`src/rtl/seq_det_scheduler.sv`:
```
// Time-shared Mealy "000111" detector serving NCH serial channels.
// Round-robin grant picks one channel per cycle; its saved context drives the single engine.
module seq_det_scheduler #(
  parameter int unsigned NCH   = 4,
  parameter int unsigned CNT_W = 8
) (
  input  logic             clk,
  input  logic             rst,
  input  logic             en,
  input  logic [NCH-1:0]   req,
  input  logic [NCH-1:0]   din,
  output logic [NCH-1:0]   gnt,
  input  logic             clr_ch,
  input  logic [1:0]       clr_idx,
  input  logic [1:0]       rd_idx,
  output logic             det_vld,
  output logic [1:0]       det_ch,
  output logic             det_hit,
  output logic [CNT_W-1:0] rd_cnt
);

  typedef enum logic [2:0] {
    S0 = 3'd0,
    S1 = 3'd1,
    S2 = 3'd2,
    S3 = 3'd3,
    S4 = 3'd4,
    S5 = 3'd5
  } state_t;

  state_t           ctx [NCH];
  logic [CNT_W-1:0] cnt [NCH];
  logic [1:0]       ptr;

  logic [NCH-1:0]   elig;
  logic             found;
  logic [1:0]       gidx;
  logic             x;
  state_t           cur;
  state_t           nxt;
  logic             hit;

  // A channel being cleared is masked so a clear can never coincide with its own hit.
  always_comb begin
    elig = (rst || !en) ? '0 : req;
    if (clr_ch) elig[clr_idx] = 1'b0;
  end

  // Round-robin search from ptr; the 2-bit sum wraps modulo NCH.
  always_comb begin
    found = 1'b0;
    gidx  = ptr;
    for (int unsigned k = 0; k < NCH; k++) begin
      if (!found && elig[ptr + 2'(k)]) begin
        found = 1'b1;
        gidx  = ptr + 2'(k);
      end
    end
    gnt = '0;
    if (found) gnt[gidx] = 1'b1;
  end

  assign cur = ctx[gidx];
  assign x   = din[gidx];

  // Next-state logic of the shared engine; unused codes 6,7 act as S0.
  always_comb begin
    nxt = S0;
    case (cur)
      S0:      nxt = x ? S0 : S1;
      S1:      nxt = x ? S0 : S2;
      S2:      nxt = x ? S0 : S3;
      S3:      nxt = x ? S4 : S3;
      S4:      nxt = x ? S5 : S1;
      S5:      nxt = x ? S0 : S1;
      default: nxt = x ? S0 : S1;
    endcase
  end

  always_comb begin
    hit = found && (cur == S5) && x;
  end

  always_ff @(posedge clk) begin
    if (rst) begin
      for (int unsigned i = 0; i < NCH; i++) begin
        ctx[i] <= S0;
        cnt[i] <= '0;
      end
      ptr     <= '0;
      det_vld <= 1'b0;
      det_hit <= 1'b0;
      det_ch  <= '0;
      rd_cnt  <= '0;
    end else begin
      rd_cnt  <= cnt[rd_idx];
      det_vld <= found;
      det_hit <= hit;
      if (found) begin
        det_ch    <= gidx;
        ctx[gidx] <= nxt;
        ptr       <= gidx + 2'd1;
        if (hit && (cnt[gidx] != '1)) cnt[gidx] <= cnt[gidx] + CNT_W'(1);
      end
      if (clr_ch) begin
        ctx[clr_idx] <= S0;
        cnt[clr_idx] <= '0;
      end
    end
  end

endmodule
```
`config.mk`:
```
export PLATFORM = sky130hd
export DESIGN_NAME = seq_det_scheduler
export DESIGN_NICKNAME = d
export VERILOG_FILES = /design/src/rtl/seq_det_scheduler.sv
export SDC_FILE = /design/constraint.sdc
export NUM_CORES = 1
export LEC_CHECK = 0
export ABC_AREA = 0
export CAP_MARGIN = 15
export CORE_ASPECT_RATIO = 1.4
export CORE_MARGIN = 2
export CORE_UTILIZATION = 60
export DETAILED_ROUTE_END_ITERATION = 7
export DONT_BUFFER_PORTS = 1
export GPL_TIMING_DRIVEN = 1
export PLACE_DENSITY = 0.75
export SYNTH_ARGS = -nofsm -noshare
export SYNTH_HDL_FRONTEND = slang
export SYNTH_SLANG_ARGS = --single-unit
```
`constraint.sdc`:
```
create_clock -name clk -period 14.8 [get_ports clk]
set_clock_uncertainty 0.15 [all_clocks]
set_input_delay 2.96 -clock clk [delete_from_list [all_inputs] [get_ports clk]]
set_output_delay 2.96 -clock clk [all_outputs]
set_load 0.05 [all_outputs]
```
**Word-level counts from Yosys, hierarchy flattened**

Memory sizes are Yosys's and may differ from the RTL's. A register that Yosys moved wholly into a read port is not among the register bits.
Cells that the tools add are included.

- Muxes and demuxes: 54
- $lt $le $gt $ge: 8
- Bitwise operators: 2
- Reduce and logical (&&, ||, !) cells: 17
- Multipliers: 0
- Shift operators: 0
- Equal/unequal tests: 6
- $add $sub $neg: 5
- Divide/modulo/power cells: 0

Operators by type and width:

| kind | count |
|---|---|
| $mux W1 | 28 |
| $lt A2 B3 Y1 const B | 6 |
| $mux W2 | 9 |
| $mux W8 | 2 |
| $reduce_or A8 Y1 | 2 |
| $mux W3 | 4 |
| $mux W4 | 3 |
| $pmux W3 S4 | 1 |
| $bmux W1 S2 | 5 |
| $add A8 B1 Y8 const B | 1 |
| $logic_and A1 B1 Y1 | 8 |
| $ne A8 B8 Y1 const B | 1 |
| $eq A3 B2 Y1 const B | 2 |
| $eq A3 B3 Y1 const B | 2 |
| $reduce_or A3 Y1 | 2 |
| $add A2 B1 Y2 const B | 2 |
| $add A2 B2 Y2 const B | 2 |
| $and A4 B4 Y4 | 1 |
| $demux W1 S2 | 2 |
| $ge A2 B1 Y1 const B | 2 |
| $logic_not A1 Y1 | 4 |
| $not A4 Y4 | 1 |
| $eq A3 B1 Y1 const B | 1 |
| $logic_or A1 B1 Y1 | 1 |

- Output and inout port bits: 16
- Memory bits (writable): 44
- Register bits: 6
- Word-level logic and storage cells: 98
- Latch bits: 0
- Memory bits (read-only): 0
- Memories kept: 2
- Input port bits: 16

Memory list:

| name | depth | width | rd ports | clocked after Yosys merged registers in | write ports | RTL line | RTL |
|---|---|---|---|---|---|---|---|
| cnt | 4 | 8 | 2 | 1 | 4 | 32 | `logic [CNT_W-1:0] cnt [NCH];` |
| ctx | 4 | 3 | 1 | 0 | 4 | 31 | `state_t ctx [NCH];` |

**Longest topological paths before layout**

An unclocked memory read counts as a cell.

- Depth after elaboration: 30
- Depth in mapped cells: 19
- Depth with buffers taken out: 16

**Least setup slack after synthesis**

No wires, ideal clock.

- Path type: input port to output port
- Start point: in clr_idx[1]
- End point: out gnt[0]
- Path buffers: 3
- Stages on the path: 10
- Data arrival time: 4.910 ns
- Path slack: 6.780 ns
- Cells stage by stage: buf_2 nor3b_2 or2_1 a2bb2oi_1 o221a_2 inv_2 buf_2 buf_2 ha_1 and2_1

- Cells in the longest elaborated chain, start to end: 24

RTL lines:

| item | RTL line | RTL |
|---|---|---|
| start: declaration | 14 | `input logic [1:0] clr_idx,` |
| $lt A2 B3 Y1 (implied by the code) or $ge A2 B1 Y1 (tied branches) | 46 | `if (clr_ch) elig[clr_idx] = 1'b0;` |
| $logic_and A1 B1 Y1 (implied by the code) | 46 |  |
| $mux W1 (implied by the code) | 46 |  |
| $demux W1 S2 * | 46 |  |
| $not A4 Y4 (no source line) * | n/a |  |
| $and A4 B4 Y4 (no source line) * | n/a |  |
| $mux W4 * | 46 |  |
| $bmux W1 S2 | 54 | `if (!found && elig[ptr + 2'(k)]) begin` |
| [8 not listed] | n/a |  |
| $logic_not A1 Y1 | 54 |  |
| $logic_and A1 B1 Y1 | 54 |  |
| $mux W2 | 54 |  |
| $lt A2 B3 Y1 (implied by the code) or $ge A2 B1 Y1 (tied branches) | 60 | `if (found) gnt[gidx] = 1'b1;` |
| $logic_and A1 B1 Y1 (implied by the code) | 60 |  |
| $mux W1 (implied by the code) | 60 |  |
| $demux W1 S2 | 60 |  |
| $mux W4 * | 60 |  |
| end: declaration | 12 | `output logic [NCH-1:0] gnt,` |

Mark *: on every way between the ends. The rest lies on a longest branch, timed or not. The select of a mux whose other input is x is not followed.

**Worst setup path in the final report**

- Start point: in clr_idx[1]
- End point: out gnt[3]

The elaborated chain is that of the path after synthesis.

==> flow_metrics.tcl <==
set metrics [dict create \
    clock_latency_ns 0.35 \
    grtUsageTotal 0.298 \
    seq_area_frac_synth 0.338 \
    worst_setup_path_end_kind "output pin" \
    postSynthCellCount 392 \
    design.die.area_mm2 0.00636 \
    max-clock-path-buffers 2 \
    h-tree-depth 3 \
    grt_pass1_vias 2904 \
    power.internal_uw 283 \
    die_h_um 93.5 \
    synthTopCellsByCount "dfxtp_1 (58), nand2_1 (40), nor2_1 (33)" \
    drt_iter0_drc 176 \
    postCtsHoldBufs 0 \
    synth_seq_cells 58 \
    setup_viol 0 \
    synth-edff-count 0 \
    final_antenna_net_count 0 \
    cts_setup_buffers 0 \
    final-hold-violation-count 0 \
    worst-path-buf-inv 1 \
    wl_met1_um 3460 \
    cp.required_ns 11.69 \
    gp_congestion 0.880 \
    rows 32 \
    die_w_um 68.0 \
    status "finished clean" \
    grt_overflow 0 \
    yosysMostFrequentCell "dfxtp_1" \
    dpl.hpwl_um 6020 \
    crit_type "in -> out" \
    power_switching_share 0.331 \
    first_pass_iters 5 \
    yosys.area.top_type "dfxtp_1" \
    cp_top_family "simple AND/OR/NAND/NOR gates" \
    drv_cap 0 \
    synthesis.area_mm2 0.00344 \
    cts-root-buf "clkbuf_8" \
    numCtsBuffers 9 \
    fin_nets 398 \
    drc 0 \
    worstMarginPinSlew_ns 1.12 \
    synth_nets 413 \
    crit_chain "nor3b_2 -> nor3_1 -> o21bai_1 -> nand2_1 -> inv_2 -> ha_1 -> and2_1" \
    post_cts_resized 0 \
    leakage_uw 0.00129 \
    grt_pass1_wl_um 13900 \
    ys_warn_count 0 \
    finalCritPeriodShare 0.604 \
    power_frac_seq 0.408 \
    via_per_inst 6.61 \
    met2_length_um 4430 \
    finalCriticalPeriod_ns 8.94 \
    antenna_found_initial 0 \
    cp_slowest_stage_delay_ns 0.60 \
    routed.top_layer "met4" \
    grt_max_degree 33 \
    powerDensity_mw_per_mm2 118 \
    synth.top_cells.by_area "dfxtp_1 (34%), mux2i_1 (7.6%), mux4_2 (6.6%), a21oi_1 (4.5%), nand2_1 (4.4%)" \
    start_util 0.622 \
    ys.flop_type "dfxtp_1" \
    fmax_ghz 0.112 \
    crit_fanout 22 \
    p_total_uw 424 \
    wl_um 8840 \
    synth_top_area_share 0.338 \
    cts_tree "yes" \
    synth.distinct_cells 63 \
    antennaDiodeCount 0 \
    ios 32 \
    vdd_drop_max_mv 0.0645 \
    startpoint_type "input pin" \
    final_layout_size_suffix_gt1_frac 0.118 \
    slew_headroom 0.254 \
    slowest_stage "o21bai_1" \
    cts.sinks 58 \
    path_clk_slew_ns 0.06 \
    arrival_ns 5.83 \
    tns_ns 0 \
    comb_power_share 0.229 \
    ys_async_sr_fraction 0 \
    wl_per_cell_um 19.7 \
    io_buffers 0 \
    core-area_mm2 0.00553 \
    p_switching_uw 140 \
    vias 2968 \
    areaGrowthSynthToFinish_pct 4.88 \
    hp-class "reg -> reg" \
    met3WireLength_um 634 \
    drv_slew 0 \
    p_clk_frac 0.363 \
    grt_setup_unrepaired "no" \
    syn_avg_cell_area_um2 8.76 \
]
-- worst reg2reg max path, delay by kind of cell, from the launching register on --
family	cells	cell delay, ns
muxes	1	0.23
and+or+nand+nor	4	1.38
adders and majority gates	1	0.24
DFF	1	0.42
AOI/OAI and AO/OA	6	2.10
buffers and inverters	3	0.77
-- layout make-up --
type | instances | area [um2]
Multi-Input combinational cell | 291 | 2090
Fill cell | 461 | 1920
Sequential cell | 58 | 1160
Clock buffer | 13 | 169
Tap cell | 68 | 85.1
Inverter | 17 | 63.8
Clock inverter | 2 | 35.0
-- flip-flops by register name, summed over array words and instances, names as in the netlist --
name	flops
rd_cnt	8
ptr	2
ctx	12
det_vld	1
det_ch	2
cnt	32
det_hit	1
-- through the flow --
stage	std cells	cell area, um2	utilization	hold slack (ns)	setup slack [ns]
floorplan	392	3440	-	0.295	6.78
global placement	434	3400	0.615	0.313	6.08
detailed placement	434	3400	0.615	0.326	5.96
CTS	449	3600	0.652	0.333	5.92
global route	449	3600	0.652	0.361	5.68
finish	449	3600	0.652	0.330	5.86
-- metal layers --
| layer | global-route usage | vias up |
|---|---|---|
| met1 | 0.343 | 1408 |
| met5 | 0 | - |
| met2 | 0.504 | 146 |
| li1 | - | 1383 |
| met4 | 0.145 | 0 |
| met3 | 0.0686 | 31 |
-- cells in the final DEF, fill, tap and decap left out, types with 13 or more instances in the layout --
cell type,instances
o21ai_0,13
inv_1,15
nand2_1,40
dfxtp_1,58
and2_1,14
nor2_1,33
mux2i_1,26
a21oi_1,31
nand3b_1,19
nand3_1,16
-- power by group through the flow --
stage | logic, uW | registers (uW) | clock network, uW
5_1_grt | 104 | 173 | 161
6_report | 97.2 | 173 | 154
4_1_cts | 96.2 | 172 | 154
2_1_floorplan | 86.2 | 173 | 0
3_5_place_dp | 94.9 | 176 | 0
3_3_place_gp | 92.6 | 176 | 0
-- cells by family (layout without fill, tap and decap cells) --
group,count (synthesis),count (layout),synth area share
buffers and inverters,43,32,0.0568
AOI/OAI and AO/OA,84,84,0.167
and+or+nand+nor,157,157,0.252
muxes,41,41,0.158
DFF,58,58,0.338
adders and majority gates,5,5,0.0182
xor gates and xnor gates,4,4,0.0102
-- final timing paths --
path | start | to | slack (ns) | cells after the start
setup / recovery | clr_idx[1] | gnt[3] | 5.86 | 7
hold / removal | cnt[3][7] | cnt[3][7] | 0.33 | 2
hold reg to reg | cnt[3][7] | cnt[3][7] | 0.33 | 2
setup reg to reg | ptr[0] | cnt[3][7] | 9.47 | 15
Note: power is estimated with default switching activity, not from simulation.
